File: src/rtl/microcode_sequencer.sv
// microcode_sequencer: walks the microstep counter for the current opcode,
// addresses the registered microcode ROM, and presents the (jump-masked)
// control word for exactly one EXEC cycle per microstep. Each microstep is an
// ADDR cycle (ROM read in flight) followed by an EXEC cycle (word applied).
module microcode_sequencer #(
    parameter int         MAX_STEPS = 5,
    parameter int         HLT_BIT   = 15,
    parameter int         J_BIT     = 1,
    parameter logic [3:0] JC_OPCODE = 4'h7,
    parameter logic [3:0] JZ_OPCODE = 4'h8
) (
    input  logic        clk,
    input  logic        rst_n,
    input  logic [3:0]  opcode,
    input  logic        carry,
    input  logic        zero,
    input  logic        run,
    input  logic        step_req,
    output logic [7:0]  rom_addr,
    input  logic [15:0] rom_data,
    output logic [15:0] ctrl,
    output logic [3:0]  step,
    output logic        instr_done,
    output logic        halted
);

    localparam logic [3:0] LAST_STEP = 4'(MAX_STEPS - 1);

    typedef enum logic [1:0] {
        S_ADDR = 2'd0,
        S_EXEC = 2'd1,
        S_HALT = 2'd2
    } state_e;

    state_e      state_q, state_d;
    logic [3:0]  step_q, step_d;
    logic [15:0] w;
    logic        j_block;
    logic        advance;
    logic        last_step;

    assign advance = run | step_req;

    // Conditional jumps: drop the PC-load bit when the tested flag is clear.
    always_comb begin
        j_block = ((opcode == JC_OPCODE) && !carry) ||
                  ((opcode == JZ_OPCODE) && !zero);
        w = rom_data;
        if (j_block) begin
            w[J_BIT] = 1'b0;
        end
    end

    // The fetch steps (0 and 1) always run even when their word is zero;
    // after that an all-zero word means the instruction has nothing left to do.
    assign last_step = (step_q == LAST_STEP) ||
                       ((step_q >= 4'd2) && (w == 16'h0000));

    // Next-state and output decode; outputs are zero outside EXEC.
    always_comb begin
        state_d    = state_q;
        step_d     = step_q;
        ctrl       = 16'h0000;
        instr_done = 1'b0;
        case (state_q)
            S_ADDR: begin
                // The ROM address was stable for this whole cycle, so the
                // registered ROM output is valid once we reach EXEC.
                if (advance) begin
                    state_d = S_EXEC;
                end
            end
            S_EXEC: begin
                ctrl = w;
                if (w[HLT_BIT]) begin
                    state_d = S_HALT;
                end else if (last_step) begin
                    instr_done = 1'b1;
                    step_d     = 4'd0;
                    state_d    = S_ADDR;
                end else begin
                    step_d  = step_q + 4'd1;
                    state_d = S_ADDR;
                end
            end
            S_HALT: begin
                // Sticky until reset; all inputs ignored.
                state_d = S_HALT;
            end
            default: begin
                state_d = S_ADDR;
                step_d  = 4'd0;
            end
        endcase
    end

    // State and microstep registers; reset drops straight back to ADDR/step 0.
    always_ff @(posedge clk or negedge rst_n) begin
        if (!rst_n) begin
            state_q <= S_ADDR;
            step_q  <= 4'd0;
        end else begin
            state_q <= state_d;
            step_q  <= step_d;
        end
    end

    assign rom_addr = {opcode, step_q};
    assign step     = step_q;
    assign halted   = (state_q == S_HALT);

endmodule
File: config.mk
export PLATFORM = sky130hd
export DESIGN_NAME = microcode_sequencer
export DESIGN_NICKNAME = d
export VERILOG_FILES = /design/src/rtl/microcode_sequencer.sv
export SDC_FILE = /design/constraint.sdc
export NUM_CORES = 1
export LEC_CHECK = 0
export ABC_AREA = 1
export CAP_MARGIN = 0
export CORE_AREA = 2 2 44 56
export CTS_CLUSTER_SIZE = 16
export DETAILED_ROUTE_END_ITERATION = 10
export DIE_AREA = 0 0 46 58
export HOLD_SLACK_MARGIN = 0.08
export MAX_ROUTING_LAYER = met4
export PLACE_DENSITY = 0.76
export SETUP_SLACK_MARGIN = 0.1
export SYNTH_ARGS = -nofsm -noshare
export SYNTH_HDL_FRONTEND = slang
export SYNTH_SLANG_ARGS = --single-unit
File: constraint.sdc
create_clock -name clk -period 1.5 [get_ports clk]
set_input_delay 0.225 -clock clk [delete_from_list [all_inputs] [get_ports clk]]
set_output_delay 0.225 -clock clk [all_outputs]
set_load 0.1 [all_outputs]
Word level (Yosys, flattened, before mapping)
Cells that the tools add are included.
{ "totals": {"reg_bits": 6, "input_bits": 26} }
{ "classes": {"n_mux": 11, "n_addsub": 1, "eq_ne": 7, "order_cmp": 1, "bitwise_logic": 2, "n_reduce_logical": 11} }
{ "ops": {"columns": ["cell", "n"], "rows": [
  ["$logic_not A16 Y1", 1],
  ["$mux W16", 1],
  ["$eq A4 B3 Y1 const B", 2],
  ["$mux W4", 2],
  ["$pmux W4 S2", 1],
  ["$pmux W2 S3", 1],
  ["$add A4 B1 Y4 const B", 1],
  ["$eq A4 B4 Y1 const B", 1],
  ["$ge A4 B2 Y1 const B", 1],
  ["$mux W1", 4],
  ["$mux W2", 2],
  ["$ne A2 B2 Y1 const B", 2],
  ["$logic_and A1 B1 Y1", 3],
  ["$eq A2 B1 Y1 const B", 1],
  ["$eq A2 B2 Y1 const B", 1],
  ["$logic_not A1 Y1", 2],
  ["$logic_not A2 Y1", 1],
  ["$logic_or A1 B1 Y1", 2],
  ["$reduce_and A2 Y1", 1],
  ["$reduce_or A2 Y1", 1],
  ["$not A1 Y1", 1],
  ["$or A1 B1 Y1", 1]
]} }

Depth between registers and ports, before layout
Gate-level depths: netlist of the first run.
{ "logic_depth": {"depth_word": 10, "depth_mapped": 9} }

Worst setup path after synthesis of the first run
Ideal clock, no wire load.
{ "synth_path": {"path_type": "flip-flop to output port", "from": "register step_q[1], in the netlist step[1]", "to": "output instr_done", "path_buffers": 0, "slack_ps": -1866, "t_arrival_ps": 3141, "stages_incl_launch_ff": 8, "cell_sequence": "dfrtp_1 ha_1 nor2_1 nand2_1 nand3_1 nor2_1 nand2_1 a21oi_1"} }
{ "synth_between": {"elab_chain_cells": 6} }
{ "synth_lines": {"columns": ["element", "line_no", "text"], "rows": [
  ["start, declared", "36", "logic [3:0] step_q, step_d;"],
  ["start signal, assigned", "104", "step_q <= step_d;"],
  ["$ge A4 B2 Y1", "57", "((step_q >= 4'd2) && (w == 16'h0000));"],
  ["$logic_and A1 B1 Y1", "57", null],
  ["$logic_or A1 B1 Y1 *", "56", "assign last_step = (step_q == LAST_STEP) ||"],
  ["$mux W1 *", "77", "end else if (last_step) begin"],
  ["$mux W1 *", "75", "if (w[HLT_BIT]) begin"],
  ["$mux W1 *", "65", "case (state_q)"],
  ["end, declared", "23", "output logic instr_done,"]
]} }
Mark *: on every way between the ends. The rest lies on a longest branch, timed or not.

Final worst setup path of the first run
{ "layout_path": {"from": "register step_q[0], in the netlist step[0]", "to": "output instr_done"} }
The elaborated chain is that of the path after synthesis.

==> results of run 1 <==
==> worst max-delay path, delay by kind of cell, from the launching register on <==
family | cells | cell delay (ps)
compound gates | 1 | 160
buf+inv | 2 | 260
simple gates | 5 | 400
flops | 1 | 490
fa+ha+maj | 1 | 120
==> flip-flops by register name, indices dropped and copies added, names as in the netlist <==
register and cells:
step 4, state_q 2
==> cell usage in the layout, fill, tap and decap left out, types with 2 or more instances in the layout <==
cell type,netlist,routed
nor2_1,33,16
dfrtp_1,6,2
buf_4,8,19
buf_12,0,31
nand2_1,16,15
nand2_2,1,2
dfrtp_2,0,2
ha_1,3,2
nor2_4,2,18
nand3_2,0,2
dfrtp_4,0,2
nand3_1,7,5
buf_6,0,2
clkbuf_4,0,3
inv_2,4,3
dlygate4sd2_1,0,6
clkdlybuf4s50_1,0,19
nand4_1,2,2
inv_1,20,19
==> logic make-up after synthesis <==
family | after synthesis | synth area share (%)
AND/OR/NAND/NOR | 63 | 42.4
flip-flops | 6 | 23.3
XOR/XNOR | 2 | 2.72
AO/OA/AOI/OAI | 2 | 1.55
buffers and inverters | 33 | 24.1
adder cells (fa/ha/maj) | 3 | 5.84
==> per-stage QoR <==
step | std cells | hold slack (ps) | instance area, sq um
2_1_floorplan | 109 | -70.6 | 797
3_3_place_gp | 195 | 483 | 1740
3_5_place_dp | 195 | 484 | 1740
4_1_cts | 202 | 198 | 1840
5_1_grt | 203 | 214 | 1850
6_report | 203 | 189 | 1850
==> routing by layer <==
metal | vias up | GRT usage, % | routed length, microns
met5 | - | - | 0
met4 | 0 | 9.80 | 44
met3 | 4 | 5.30 | 262
met2 | 45 | 36.7 | 1460
met1 | 422 | 23.3 | 832
li1 | 459 | - | -
==> what timing repair did <==
action / CTS / global route
cloned: 1 / 0
hold endpoints to repair: 0 / 0
endpoints found under the setup margin: 21 / 21
buffers inserted: 3 / 2
resized for setup: 17 / 2
pin swaps: 14 / 2
==> power groups by stage <==
stage	clock (uW)	combinational (uW)	sequential, uW
finish	181	3250	290
global route	192	3380	301
CTS	184	3230	289
detailed placement	0	3080	280
global placement	0	3040	276
floorplan	0	1790	521
==> area by class of cell <==
cell class	instances	area [sq um]
timing repair buffer	77	1030
inverter	24	105
fill	107	285
tap	21	26.3
timing repair inverter	1	11.3
multi-input combinational	70	497
sequential	6	160
clock buffer	4	26.3
==> worst min path at each step <==
stage	from	endpoint	slack [ps]	depth (start not counted)
detailed placement	rst_n	step[0]$_DFFE_PN0P_	480	1
global placement	rst_n	step[0]$_DFFE_PN0P_	480	1
floorplan	rst_n	state_q[0]$_DFFE_PN0P_	-70	0
finish	rst_n	step[0]$_DFFE_PN0P_	190	1
global route	rst_n	step[1]$_DFFE_PN0P_	210	1
CTS	rst_n	step[0]$_DFFE_PN0P_	200	1
==> metrics, run 1 <==
CTS tree=built; gpl congestion=0.757; CP cell instances=inv_4 -> ha_4 -> nor2_2 -> nand2_1 -> nand3_1 -> nor2_1 -> nand2_2 -> a21oi_4 -> buf_12; Worst-path clk slew=60 ps; Setup WS post-layout=-426 ps; CP endpoint kind=output port; DR vias=930; largest net degree at the start of global routing=9; die area=2670 sq um; ranking of synthesized cells by area=dfrtp_1, nor2_1, inv_1, buf_4, nand2_1; WL/cell=12.8 microns; final setup vio count=17; Root Driver=clkbuf_4; Final Hold Fails=0; Crit. Startpoint=step[0]$_DFFE_PN0P_; clk sinks=6; crit path DAT=1700 ps; CP max FO=2; ys flop type=dfrtp_1; post-synth net total=138; core area=2140 sq um; sequential element share of the synthesized area=23.3%; CP max stage delay=490 ps; final antenna-violating net count=0; drt initial violations=4; first-pass GRT wire length=4120 microns; Max-Cap Viols=0; area delta synth->final=188%; CTS H-tree depth=1; Psw=2250 uW; Total Routing Usage GR=21.8%; worst-skew pair later-pin latency=270 ps; initial antenna violation count=0; initial core utilization=30.1%; count leader, synth=nor2_1; Switching Share=60.3%; Antenna Cells=0; Critical R2R Launch=step[0]$_DFFE_PN0P_; row cnt=19; layout cells sized above 1=49.5%; Clk pwr share=4.9%; Cells after Synth=109; Max-slew headroom=82.4%; Critical Path RT=1270 ps; sequential fraction of design power=7.8%; EDFF count, synth=0; worst setup path class=flop to output port; Worst Setup EP=instr_done; Post-Place Worst Slack=-267 ps; boundary pin count=56; Peak VDD IR=0.00183 V; leakage=0.000846 uW; Period Utilization, post-route=128%; die outline height=58 microns; synth cell count leaders=nor2_1, inv_1, nand2_1; P_int=1480 uW; RSZ-0062 raised after global routing=yes; Mapped Area=643 sq um; P per Cell Area=2010 nW/um^2; Layout Utilization=86.7%; WL final=2600 microns; flops & latches, synth=6; Yosys top cell by area=dfrtp_1; fin crit period=1930 ps; Worst Tran Pin Value=264 ps; worst reg2reg path depth=10; nets=212; IO Port Bufs=55; clk_skew=10.9 ps; Max Transition Viols Final=0; Chip Width=46 microns; grt ovf=0; Hold Buf Count CTS=0; Logic pwr share=87.4%; Tightest Hold Check Type=primary input to asynchronous set/reset pin; post-route setup TNS=-767 ps; FF-to-FF setup slack=30 ps; synth unique cells=18; HPWL after detailed placement=2000 microns; Design Power=3730 uW; DRC=0; synthesized area per cell=5.90 sq um; share of the synthesized area in the top cell type=23.3%; Longest Clk Path Bufs=2; CTS Buf Count=3; Post-synth ARST share=100%; vias per std cell=4.58; CP max stage cell=dfrtp_4; Ys Warns=0; R2R Path End=step[2]$_DFFE_PN0P_; max frequency=519 MHz; crit start category=flop; vias in the first global route=914; failing checks=setup timing; Pre-antenna DRT Iters=4; status=complete, but fails checks
Note: power is estimated with default switching activity, not from simulation.
==> run 2, diff against run 1 <==
- PLACE_DENSITY: 0.76 -> 0.77
==> run 2 against run 1 <==
  * The flow still finishes with violations (setup timing)
  * Worst setup slack improved by 9.8 ps
  * Final area increased by 4.2%
  * Maximum frequency rose by 0.51%
  * Clock power is 14% lower
  * Largest cell class unchanged
  * Via count grew 9.6%
  * Wire length grew 43%
  * Critical path type unchanged
  * Non-clock buffer count rose by 7
  * First-iteration DRC count rose to 6.3 times the previous value
  * Die area did not move
==> metrics, run 2 (synthesis gave the netlist of run 1 again) <==
Psw=2290 uW (+2.1%); Layout Utilization=90.3% (+3.6 points); Final Hold Fails=0 (unchanged); Longest Clk Path Bufs=2 (unchanged); WL/cell=17.6 microns (+38%); Worst Setup EP=instr_done; met3 global-route usage=7.79% (+2.5 points); area delta synth->final=200%; Max-Cap Viols=0 (unchanged); # placed instances=198 (+1.5%); vias in the first global route=1,110 (+21%); Crit. Startpoint=step[0]$_DFFE_PN0P_; initial core utilization=30.1% (unchanged); Worst Tran Pin Value=264 ps (+0.184 ps); Max-slew headroom=82.3% (about the same); row cnt=19 (unchanged); Hold Buf Count CTS=0 (unchanged); Chip Width=46 microns (unchanged); grt ovf=0 (unchanged); Critical Path RT=1270 ps (about the same); WL final=3710 microns (+43%); CP max FO=2 (unchanged); Root Driver=clkbuf_4; CTS H-tree depth=1 (unchanged); final setup vio count=10 (-7); CP endpoint kind=output port; P per Cell Area=1950 nW/um^2 (-2.8%); Worst-path clk slew=40 ps (-20 ps); CTS Buf Count=3 (unchanged); initial antenna violation count=0 (unchanged); Storage cell area=160 sq um (unchanged); Peak VDD IR=0.00181 V (-1.2%); HPWL after detailed placement=2540 microns (+27%); Logic pwr share=88.1% (+0.7 points); Total Routing Usage GR=30.4% (+8.6 points); crit start category=flop; drt initial violations=25 (+21); final antenna-violating net count=0 (unchanged); fin crit period=1920 ps (-9.79 ps); largest net degree at the start of global routing=9 (unchanged); multi-input logic area=524 sq um (+5.5%); RSZ-0062 raised after global routing=yes; clk sinks=6 (unchanged); die area=2670 sq um (unchanged); IO Port Bufs=55 (unchanged); Final Instance Count excl. Fillers=210 (+3.4%); Switching Share=60.8% (+0.47 points); clk_skew=1.44 ps (-9.47 ps); DRC=0 (unchanged); status=complete, but fails checks; FF-to-FF setup slack=-260 ps (-290 ps); Hold WS=222 ps (+32.9 ps); leakage=0.000880 uW (+4.0%); Critical R2R Launch=step[0]$_DFFE_PN0P_; P_int=1480 uW (about the same); Period Utilization, post-route=128% (-0.65 points); GR Util met1=31.4% (+8.1 points); R2R Path End=step[3]$_DFFE_PN0P_; DR vias=1,019 (+9.6%); nets=219 (+3.3%); crit path DAT=1690 ps (about the same); worst-skew pair later-pin latency=240 ps (-30 ps); Tightest Hold Check Type=primary input to asynchronous set/reset pin; max frequency=522 MHz (+0.51%); failing checks=setup timing; max reg flops=4 (unchanged); Setup WS post-layout=-416 ps (+9.79 ps); first-pass GRT wire length=5580 microns (+35%); boundary pin count=56 (unchanged); Pre-antenna DRT Iters=4 (unchanged); most frequent cells in the layout=buf_12, buf_4, inv_1, nor2_4, clkdlybuf4s50_1; sequential fraction of design power=7.8% (about the same); die outline height=58 microns (unchanged); core area=2140 sq um (unchanged); most common cell after layout, fill and taps aside=buf_12; worst reg2reg path depth=13 (+3); Max Transition Viols Final=0 (unchanged); vias per std cell=4.85 (+5.9%); CTS tree=built; worst setup path class=flop to output port; met2 GRT Util=53.0% (+16 points); layout cells sized above 1=55.6% (+6.1 points); fill count=84 (-21%); gpl congestion=0.919 (+21%); Antenna Cells=0 (unchanged); GRT Max-Usage Layer=met2; Clk pwr share=4.1% (-0.8 points)
## run 2: cell count changes in the layout (fill, tap and decap cells not counted), moves of 2 or more
| cell | previous run | this run |
|---|---|---|
| buf_4 | 19 | 23 |
| buf_6 | 2 | 6 |
| nand3_2 | 2 | 6 |
| nand3_1 | 5 | 1 |
| nand2_2 | 2 | 4 |
| nand2_1 | 15 | 13 |
## run 2: metal layers
layer	routed length, microns	part of all wire, %
met1	1350	36
met2	1930	52
met3	325	8.8
met4	102	2.8
met5	0	0
## run 2: repair_timing
item                                    4_1_cts  5_1_grt
resized for setup                            25        8
cloned                                        1        0
endpoints found under the setup margin       21       22
setup buffers                                 7        3
hold endpoints to repair                      0        0
pin swaps                                    14        8
## run 2: layout make-up
type                            instances  area share [%]
Clock buffer                            4            1.36
Timing Repair inverter                  1           0.583
Timing Repair Buffer                   84            56.1
Multi-Input combinational cell         70            27.1
Inverter                               24            5.18
Sequential cell                         6            8.29
Tap cell                               21            1.36
## run 2: worst min path at each step
| stage | startpoint | to | slack [ps] | depth (start not counted) |
|---|---|---|---|---|
| final | rst_n | step[0]$_DFFE_PN0P_ | 220 | 1 |
| after global routing | rst_n | step[0]$_DFFE_PN0P_ | 230 | 1 |
| after CTS | rst_n | step[0]$_DFFE_PN0P_ | 210 | 1 |
| after detailed placement | rst_n | state_q[0]$_DFFE_PN0P_ | 480 | 1 |
| after global placement | rst_n | state_q[0]$_DFFE_PN0P_ | 470 | 1 |
| after floorplan | rst_n | state_q[0]$_DFFE_PN0P_ | -70 | 0 |
## run 2: power by group through the flow
stage / combinational, uW / clock, uW / sequential [uW]
floorplan: 1790 / 0 / 521
finish: 3320 / 156 / 294
global placement: 3050 / 0 / 280
detailed placement: 3120 / 0 / 284
CTS: 3310 / 165 / 289
global route: 3430 / 178 / 298
## run 2: worst max-delay path, cell delays in order, from the launching register on
cell,delay (ps)
dfrtp_4,490
inv_4,80
ha_4,120
nor2_2,30
nand2_1,90
nand3_2,70
nor2_2,100
nand2_2,90
a21oi_4,200
buf_12,190
## run 2: per-stage QoR
step	TNS [ps]	setup slack (ps)	instance area, sq um	total power [uW]
floorplan	-1690	-552	797	2310
global placement	-561	-243	1760	3330
detailed placement	-1010	-307	1760	3400
CTS	-1500	-387	1910	3760
global route	-2860	-497	1930	3900
finish	-1530	-416	1930	3770
==> run 3, diff against run 2 <==
==> constraint.sdc (replaced) <==
create_clock -name clk -period 1.5 [get_ports clk]
set_input_delay 0.3 -clock clk [delete_from_list [all_inputs] [get_ports clk]]
set_output_delay 0.3 -clock clk [all_outputs]
set_load 0.1 [all_outputs]
==> run 3 against run 2 <==
  * The flow still finishes with violations (setup timing)
  * Critical path depth unchanged
  * Clock power hardly changed
  * Sequential power rose by 2%
  * Cell count fell by 0.95%
  * First-iteration DRC count decreased by 16%
  * Highest routed layer unchanged
==> metrics, run 3 (synthesis gave the netlist of run 1 again) <==
status=complete, but fails checks; failing checks=setup timing; Max Transition Viols Final=0 (unchanged); CP cell instances=clkdlybuf4s50_1 -> inv_1 -> nand2_1 -> nor2_2 -> nand3_2 -> nor2_2 -> nand2_2 -> a21oi_4 -> buf_12; WL final=3500 microns (-5.7%); CP max stage delay=440 ps (-50 ps); CTS tree=built; Setup WS post-layout=-488 ps (-71.8 ps); P per Cell Area=1990 nW/um^2 (+2.1%); gpl congestion=0.945 (+2.9%); worst setup path class=primary input to output port; boundary pin count=56 (unchanged); Final Hold Fails=0 (unchanged); critical path's most frequent cell=nor2_2; sequential fraction of design power=7.8% (about the same); CP endpoint kind=output port; Tightest Hold Check Type=primary input to asynchronous set/reset pin; Period Utilization, post-route=133% (+4.8 points); initial antenna violation count=0 (unchanged); most frequent cells in the layout=buf_12, buf_4, nor2_4, clkdlybuf4s50_1, inv_1; die area=2670 sq um (unchanged); Worst Tran Pin Value=258 ps (-6.45 ps); CTS Buf Count=3 (unchanged); Longest Clk Path Bufs=2 (unchanged); clk_skew=2.42 ps (+0.980 ps); GRT Max-Usage Layer=met2; most common cell after layout, fill and taps aside=buf_12; Chip Width=46 microns (unchanged); Hold WS=292 ps (+70.1 ps); Layout Utilization=90.2% (about the same); fill count=87 (+3.6%); max frequency=503 MHz (-3.6%); Total Routing Usage GR=28.2% (-2.2 points); Worst-path clk slew=50 ps (about the same); Root Driver=clkbuf_4; grt ovf=0 (unchanged); met3 global-route usage=5.30% (-2.5 points); die outline height=58 microns (unchanged); CTS H-tree depth=1 (unchanged); Pre-antenna DRT Iters=4 (unchanged); row cnt=19 (unchanged); Post-Place Worst Slack=-485 ps (-178 ps); vias per std cell=4.90 (+0.96%); HPWL after detailed placement=2380 microns (-6.5%); Psw=2330 uW (+1.5%); first-pass GRT wire length=5240 microns (-5.9%); initial core utilization=30.1% (unchanged); WL/cell=16.8 microns (-4.8%); Logic pwr share=88.1% (about the same); IO Port Bufs=55 (unchanged); Peak VDD IR=0.00168 V (-7.0%); DR vias=1,019 (unchanged); Crit. Startpoint=rom_data[4]; crit start category=primary input; core area=2140 sq um (unchanged); GR Util met1=31.1% (-0.26 points); Critical Path RT=1200 ps (-70 ps); area delta synth->final=200% (about the same); Switching Share=60.4% (-0.33 points); vias in the first global route=1,029 (-7.3%); CP delay by family, top=buffers and inverters; DRC=0 (unchanged); leakage=0.000873 uW (-0.69%); Antenna Cells=0 (unchanged); Max-Cap Viols=0 (unchanged); final antenna-violating net count=0 (unchanged); max reg flops=4 (unchanged); layout cells sized above 1=56.1% (+0.59 points); CP max stage cell=clkdlybuf4s50_1; CP max FO=2 (unchanged); RSZ-0062 raised after global routing=yes; final setup vio count=21 (+11); crit path buf inv count=3 (+1); clk sinks=6 (unchanged); worst-skew pair later-pin latency=240 ps (about the same); drt initial violations=21 (-16%); Clk pwr share=4.1% (about the same); Critical R2R Launch=step[0]$_DFFE_PN0P_; largest net degree at the start of global routing=9 (unchanged); Max-slew headroom=82.8% (+0.43 points); crit path DAT=1690 ps (about the same); nets=217 (-0.91%); fin crit period=1990 ps (+71.8 ps); met2 GRT Util=50.0% (-3.0 points); Hold Buf Count CTS=0 (unchanged); P_int=1520 uW (+2.9%)
-- run 3: layout make-up --
class	count	area, sq um	area share, %
repair buffers	82	1080	56.0
multi-input cells	70	522	27.0
flip-flops and latches	6	161	8.36
inverters	24	103	5.31
clock buffers	4	26.3	1.36
well taps	21	26.3	1.36
repair inverters	1	11.3	0.583
-- run 3: worst register-to-register path, cell delays in order, from the launching register on --
cell and delay (ps):
dfrtp_4 480, inv_4 70, ha_4 120, nor2_2 30, nand2_1 100, nand3_2 100
nor2_2 110, nand2_2 90, buf_4 140, buf_6 100, buf_6 120, nand3_1 60
nand2_1 70
-- run 3: worst paths after layout --
path / slack, ps / endpoint / depth (start not counted)
worst max-delay path: -490 / instr_done / 9
worst min-delay path: 290 / step[0]$_DFFE_PN0P_ / 1
worst max register to register: -200 / step[2]$_DFFE_PN0P_ / 12
worst min register to register: 590 / state_q[0]$_DFFE_PN0P_ / 2
max in group asynchronous: 980 / step[1]$_DFFE_PN0P_ / 1
min in group clk: 590 / state_q[0]$_DFFE_PN0P_ / 2
-- run 3: power by group through the flow --
stage | Sequential [uW] | Combinational [uW] | Clock (uW)
detailed placement | 291 | 3120 | 0
global placement | 281 | 3050 | 0
finish | 301 | 3390 | 158
CTS | 296 | 3320 | 166
floorplan | 524 | 1790 | 0
global route | 310 | 3490 | 168
-- run 3: stage by stage --
stage | instance area (sq um) | setup TNS, ps | instances | total power, uW
floorplan | 798 | -2020 | 109 | 2310
global placement | 1750 | -1360 | 196 | 3330
detailed placement | 1750 | -1990 | 196 | 3410
CTS | 1890 | -1800 | 207 | 3790
global route | 1930 | -4090 | 208 | 3970
finish | 1930 | -3040 | 208 | 3850
-- run 3: repair_timing --
item | 4_1_cts | 5_1_grt
setup endpoints to repair | 24 | 26
setup buffers | 6 | 2
pin swaps | 15 | 7
cloned | 1 | 0
resized for setup | 24 | 11
-- run 3: routing by layer --
metal  part of all wire [%]  wire length (microns)  vias to the layer above
li1                       -                      -                      472
met1                     36                   1240                      486
met2                     55                   1940                       55
met3                    7.2                    253                        6
met4                    1.7                     59                        0
met5                      0                      0                        -
